## config.mk

```make
export PLATFORM = sky130hd
export DESIGN_NAME = uio_bus_arbiter
export DESIGN_NICKNAME = d
export VERILOG_FILES = /design/src/rtl/uio_bus_arbiter.sv
export SDC_FILE = /design/constraint.sdc
export NUM_CORES = 1
export LEC_CHECK = 0
export BUFFER_PORTS_ARGS = -buffer_cell sky130_fd_sc_hd__buf_2
export CORE_MARGIN = 1.5
export CORE_UTILIZATION = 52
export DETAILED_ROUTE_END_ITERATION = 10
export PLACE_DENSITY = 0.92
export SYNTH_ARGS = -nofsm -noshare
export SYNTH_HDL_FRONTEND = slang
export SYNTH_SLANG_ARGS = --single-unit
```

## constraint.sdc

```tcl
create_clock -name clk -period 2.77 [get_ports clk]
set_input_delay 0.277 -clock clk [delete_from_list [all_inputs] [get_ports clk]]
set_output_delay 0.277 -clock clk [all_outputs]
set_load 0.03 [all_outputs]
```

## src/rtl/uio_bus_arbiter.sv

```systemverilog
// rtl/uio_bus_arbiter.sv - two-requester arbiter sharing one bidirectional 8-bit UIO pad bus
//
// Ports:
//   clk, rst_n                     clock, synchronous active-low reset
//   ena                            permits new grants (never aborts a running transaction)
//   r0_*/r1_* req,we,addr,wdata    requester transaction inputs, held until ack
//   r0_ack, r1_ack                 one-cycle completion pulse to the granted requester
//   rdata                          last captured read data, shared by both requesters
//   busy                           high whenever the engine is not idle
//   uio_in, uio_out, uio_oe        pad input, pad output, pad enables (all-ones or all-zeros)
//   bus_strb, bus_we               address strobe and direction qualifier to the device
module uio_bus_arbiter #(
    parameter int TURN_CYCLES = 1
) (
    input  logic       clk,
    input  logic       rst_n,
    input  logic       ena,
    input  logic       r0_req,
    input  logic       r1_req,
    input  logic       r0_we,
    input  logic       r1_we,
    input  logic [7:0] r0_addr,
    input  logic [7:0] r1_addr,
    input  logic [7:0] r0_wdata,
    input  logic [7:0] r1_wdata,
    output logic       r0_ack,
    output logic       r1_ack,
    output logic [7:0] rdata,
    output logic       busy,
    input  logic [7:0] uio_in,
    output logic [7:0] uio_out,
    output logic [7:0] uio_oe,
    output logic       bus_strb,
    output logic       bus_we
);

    typedef enum logic [2:0] {
        S_IDLE,
        S_ADDR,
        S_WDATA,
        S_TURN,
        S_RDATA,
        S_DONE
    } state_t;

    localparam logic [3:0] TURN_LOAD = 4'(TURN_CYCLES - 1);

    state_t     state_q, state_d;
    logic [3:0] turn_cnt_q, turn_cnt_d;
    logic       last_r1_q;
    logic       lat_r1_q;
    logic       lat_we_q;
    logic [7:0] lat_addr_q;
    logic [7:0] lat_wdata_q;

    logic       gnt_r1;
    logic       grant_en;
    logic       sel_we;
    logic [7:0] sel_addr;
    logic [7:0] sel_wdata;

    logic [7:0] uio_out_d;
    logic [7:0] uio_oe_d;
    logic       bus_strb_d;
    logic       bus_we_d;
    logic       r0_ack_d;
    logic       r1_ack_d;

    // On a tie the requester not served last wins; a lone request always wins.
    assign gnt_r1    = (r0_req && r1_req) ? ~last_r1_q : r1_req;
    assign sel_we    = gnt_r1 ? r1_we    : r0_we;
    assign sel_addr  = gnt_r1 ? r1_addr  : r0_addr;
    assign sel_wdata = gnt_r1 ? r1_wdata : r0_wdata;

    // Every output is computed here for the *next* state and registered, so
    // what appears on the pins in a state is already held in flops.
    always_comb begin
        state_d    = state_q;
        turn_cnt_d = turn_cnt_q;
        grant_en   = 1'b0;
        uio_out_d  = 8'h00;
        uio_oe_d   = 8'h00;
        bus_strb_d = 1'b0;
        bus_we_d   = 1'b0;
        r0_ack_d   = 1'b0;
        r1_ack_d   = 1'b0;

        case (state_q)
            S_IDLE: begin
                if (ena && (r0_req || r1_req)) begin
                    grant_en   = 1'b1;
                    state_d    = S_ADDR;
                    uio_oe_d   = 8'hFF;
                    uio_out_d  = sel_addr;
                    bus_strb_d = 1'b1;
                    bus_we_d   = sel_we;
                end
            end
            S_ADDR: begin
                if (lat_we_q) begin
                    state_d   = S_WDATA;
                    uio_oe_d  = 8'hFF;
                    uio_out_d = lat_wdata_q;
                    bus_we_d  = 1'b1;
                end else begin
                    state_d    = S_TURN;
                    turn_cnt_d = TURN_LOAD;
                end
            end
            S_WDATA: begin
                state_d  = S_DONE;
                r0_ack_d = ~lat_r1_q;
                r1_ack_d = lat_r1_q;
            end
            S_TURN: begin
                if (turn_cnt_q == 4'd0) begin
                    state_d = S_RDATA;
                end else begin
                    turn_cnt_d = turn_cnt_q - 4'd1;
                end
            end
            S_RDATA: begin
                state_d  = S_DONE;
                r0_ack_d = ~lat_r1_q;
                r1_ack_d = lat_r1_q;
            end
            S_DONE: begin
                state_d = S_IDLE;
            end
            default: begin
                state_d = S_IDLE;
            end
        endcase
    end

    always_ff @(posedge clk) begin
        if (!rst_n) begin
            state_q     <= S_IDLE;
            turn_cnt_q  <= 4'd0;
            last_r1_q   <= 1'b1;
            lat_r1_q    <= 1'b0;
            lat_we_q    <= 1'b0;
            lat_addr_q  <= 8'h00;
            lat_wdata_q <= 8'h00;
            uio_out     <= 8'h00;
            uio_oe      <= 8'h00;
            bus_strb    <= 1'b0;
            bus_we      <= 1'b0;
            r0_ack      <= 1'b0;
            r1_ack      <= 1'b0;
            rdata       <= 8'h00;
            busy        <= 1'b0;
        end else begin
            state_q    <= state_d;
            turn_cnt_q <= turn_cnt_d;
            if (grant_en) begin
                last_r1_q   <= gnt_r1;
                lat_r1_q    <= gnt_r1;
                lat_we_q    <= sel_we;
                lat_addr_q  <= sel_addr;
                lat_wdata_q <= sel_wdata;
            end
            uio_out  <= uio_out_d;
            uio_oe   <= uio_oe_d;
            bus_strb <= bus_strb_d;
            bus_we   <= bus_we_d;
            r0_ack   <= r0_ack_d;
            r1_ack   <= r1_ack_d;
            busy     <= (state_d != S_IDLE);
            // The pad value present during the RDATA cycle is what the device returned.
            if (state_q == S_RDATA) begin
                rdata <= uio_in;
            end
        end
    end

endmodule

```

# Yosys cells after proc, flatten, opt, wreduce, memory -nomap -nowiden
# Index checks and enable logic that the tools add are counted.
# op_classes
n_addsub	1
eq_ne	6
n_mux	22
n_bitwise	2
reduce_logical	10
# op_table
op	n
8-bit 2-to-1 mux	6
8-bit case mux with 2 select lines	2
3-bit case mux with 4 select lines	1
4-bit 2-to-1 mux	2
4-bit case mux with 2 select lines	1
1-bit 2-to-1 mux	7
3-bit by 2-bit == test with 1-bit output (second input constant)	2
3-bit 2-to-1 mux	2
4-bit logical NOT	1
2-bit != test (second input constant)	2
4-bit by 1-bit subtractor with 4-bit output (second input constant)	1
3-bit by 1-bit == test with 1-bit output (second input constant)	1
3-bit == test (second input constant)	1
3-bit logical NOT	1
3-bit AND reduction	1
3-bit nonzero test	1
1-bit logical AND	2
1-bit inverter	2
1-bit case mux with 2 select lines	1
2-bit AND reduction	1
2-bit nonzero test	1
2-bit OR reduction	1
1-bit logical OR	1
# word_totals
register_bits	47
out_inout_bits	29

# Longest topological paths before layout
# logic_depth
ltp_word	5
mapped_depth	5
ltp_nobuf	5

# Worst setup path after synthesis
# OpenSTA, ideal clock, no wires.
# synth_timing
path_kind	reg-to-reg
start	reg state_q[2]
end	reg bus_we
arrival_ns	1.484
required_time_ns	2.696
setup_slack_ns	1.212
stages_incl_launch_ff	5
cell_sequence	dfxtp_1 > or4b_4 > or3_1 > buf_6 > o22ai_2
# synth_via
elab_chain_cells	2
elab_cells_between_ends	3
cone_classes	eq/ne (1); mux (1); reduce/logical (1)
# synth_lines
element	line_no	rtl
start: declaration	48	state_t state_q, state_d;
start signal: assignment	154	state_q <= state_d;
3-bit by 1-bit == test with 1-bit output / 3-bit logical NOT (equally long branches)	88	case (state_q)
1-bit case mux with 2 select lines *	88	
end signal: assignment	166	bus_we <= bus_we_d;
end: declaration	34	output logic bus_we
# Mark *: on every way between the ends. The rest lies on a longest branch, timed or not.
# A chain may end at the register's enable or synchronous reset.

# Final worst setup path
# layout_timing
start	reg state_q[1]
end	reg bus_we
# The elaborated chain is that of the path after synthesis.

==> summary.txt <==
Synth
  • Most instantiated library cell after synthesis: dfxtp_1
  • Top cells by instance count after synthesis: dfxtp_1 (40), mux2i_1 (18), nand2_1 (16)
  • Post-synthesis cell count: 190
  • Async SR Flop Fraction: 0%
  • Syn nets: 239
  • Sequential share of the synthesized area: 41.80%
  • Number of warnings reported in the yosys synthesis log: 0
  • Number of enable-type register cells in the synthesized netlist: 0
  • Area fraction of the dominant cell type after synthesis: 41.80%
  • Top cells by area in the synthesized netlist: dfxtp_1 (42%), mux2i_1 (9.4%), o22ai_2 (5.9%)
  • Main flop type after synthesis: dfxtp_1
  • Mean post-synth cell area: 10.08 um2
  • Top cell type by total area after synthesis: dfxtp_1
  • Number of synthesized register bits: 40
  • Cell Area, Synth: 1916 um2
  • Number of distinct library cells after synthesis: 40

Drt
  • Starting DRT DRC Count: 64
  • DRT Wirelength: 4260 um
  • Vias/cell: 5.537
  • Antenna viol nets, final: 0
  • Remaining DRCs: 0
  • Routed wire per std cell: 14.30 um
  • Number of optimization iterations in the first detailed-route pass: 4
  • Vias after detailed routing: 1,650

CTS
  • CTS tree: yes
  • Number of hold buffers added after CTS: 0
  • Root Driver: clkbuf_8
  • Number of buffers added for setup after CTS: 0
  • Maximum number of buffers from clock root to sink: 2
  • Number of sinks driven by the clock tree: 40
  • Number of buffers created by CTS: 5
  • Gates resized, CTS repair: 0
  • Clock-pin slew on the worst setup and hold paths: 80 ps
  • Clock latency at the later pin of the worst-skew pair: 290 ps
  • Depth of the CTS H-tree: 2

Timing
  • Share of the clock period used by the worst path after layout: 72.48%
  • Unrepaired setup endpoints after global routing: false
  • Post-Route Skew: 3.533 ps
  • Total negative setup slack: 0 ps
  • Smallest hold slack: 244.1 ps
  • Finish-stage setup viols: 0
  • Max Freq: 498.1 MHz
  • Least-Margin Pin Slew: 855.7 ps
  • Hold violation count in the final report: 0
  • Relative slew slack: 42.70%
  • Max Transition Viols Final: 0
  • Crit path time final: 2008 ps

Min path
  • Worst hold-check path type: in2reg
  • Hold path startpoint: uio_in[4]

Die
  • Die area: 4057 um2
  • # IOs: 76
  • Number of placement rows: 21
  • Core region area: 3442 um2
  • Die outline height: 63.70 um
  • Starting density of the core: 55.65%
  • Horizontal die dimension: 63.70 um

Flow run
  • Max Cap Viol: 0

Critical path
  • Worst endpoint required time: 2990 ps
  • Worst Path Max Fanout: 15
  • Launching element of the worst setup path: state_q[1]$_SDFF_PN0_
  • Type of the setup path with the least slack: reg2reg
  • Endpoint arrival time on the critical path: 2230 ps
  • Capturing element type of the critical path: register
  • Critical path startpoint category: register
  • RR Startpoint: state_q[1]$_SDFF_PN0_

Place
  • Total half-perimeter wirelength after legalization and detailed placement: 3017 um
  • Number of buffers added on ports: 75
  • Gpl congestion: 0.8422
  • Count of placed standard cells including taps: 290
  • Instance area after placement: 2242 um2

Power and ir drop
  • Total Power: 0.001479 W
  • Leak: 1.046 nW
  • Peak supply drop: 347.3 uV
  • Power per unit of standard cell area: 628.3 nW/um2

Layout
  • Post-synthesis to final-layout area growth: 22.86%
  • Fraction of final layout cells sized beyond drive strength 1: 43.25%
  • Final cell count without fillers: 298
  • Fin area: 2354 um2
  • Total Nets Final: 300
  • Antenna diode count: 0

Global route
  • Via count of the first global-routing pass: 1,466
  • Wire length of the first global-routing pass: 6872 um
  • All-layer global routing usage: 21.97%
  • Pin count of the biggest net entering global routing: 29
  • Number of antenna violations at the first check in global routing: 0
  • Sum of overflow across all layers after global routing: 0

Status
  • Status: finished, final reports clean
==> worst paths after layout <==
kind | endpoint | slack [ps] | cells after the start
setup / recovery | bus_we$_SDFF_PN0_ | 760 | 3
hold / removal | rdata[4]$_SDFFE_PN0N_ | 240 | 3
setup reg to reg | bus_we$_SDFF_PN0_ | 760 | 3
hold reg to reg | r0_ack$_SDFF_PN0_ | 470 | 1
==> worst max-delay path, stage by stage, from the launching register on <==
cell,delay (ps)
dfxtp_1,460
or4b_4,670
or3_1,620
o22ai_2,170
==> kinds of logic after synthesis <==
kind of cell / Yosys count / share of synthesized area [%]
compound gates: 49 / 22.86
xor+xnor: 1 / 0.4573
simple gates: 53 / 16.98
buf+inv: 27 / 7.185
flops: 40 / 41.80
fa+ha+maj: 2 / 1.306
mux: 18 / 9.405
==> layer usage <==
metal	vias to the layer above	share of wire, %	global-route usage, %
met5	-	0	0
met4	0	0.87	6.793
met1	771	46	29.96
met3	4	5.7	5.179
li1	814	-	-
met2	61	48	34.34
==> flip-flops by register name, summed over array words and instances, names as in the netlist <==
register     count
lat_wdata_q      8
rdata            8
uio_out          8
turn_cnt_q       4
state_q          3
bus_strb         1
bus_we           1
busy             1
last_r1_q        1
lat_r1_q         1
lat_we_q         1
r0_ack           1
r1_ack           1
uio_oe           1
==> through the flow <==
stage	util (%)	setup slack [ps]
finish	68.38	762.4
global route	68.38	685.5
CTS	68.38	763.2
detailed placement	65.14	788.8
global placement	65.14	834.1
floorplan	-	1212
==> final cells by class <==
class | count | area (um2)
Sequential cell | 40 | 800.8
Clock inverter | 3 | 42.54
Multi-Input combinational cell | 123 | 982.2
Fill cell | 263 | 1089
Clock buffer | 5 | 68.82
Tap cell | 46 | 57.56
Inverter | 5 | 18.77
Timing Repair Buffer | 76 | 382.9
==> where the power goes <==
part	total, W	leakage, nW	switching [W]	internal [W]
combinational	0.000340	0.665	0.000199	0.000141
sequential	0.000670	0.326	0.0000451	0.000625
clock	0.000469	0.0541	0.000202	0.000266
==> placed cells by master (no fill, tap or decap), drive strengths merged, types with 2 or more instances in the layout <==
cell	synthesis	routed
buf	12	76
nor4b	2	2
inv	5	5
a21oi	7	7
or4b	2	2
a21boi	3	3
or3b	2	2
o21a	2	2
clkbuf	10	5
mux2i	18	18
nor3b	3	3
nand2	16	16
o22ai	10	10
nand3b	2	2
or3	3	3
nor2b	12	12
o221a	9	9
nor2	2	2
or4	2	2
o32a	9	9
o21ai	6	6
ha	2	2
dfxtp	40	40
(Power assumes the default switching activity.)
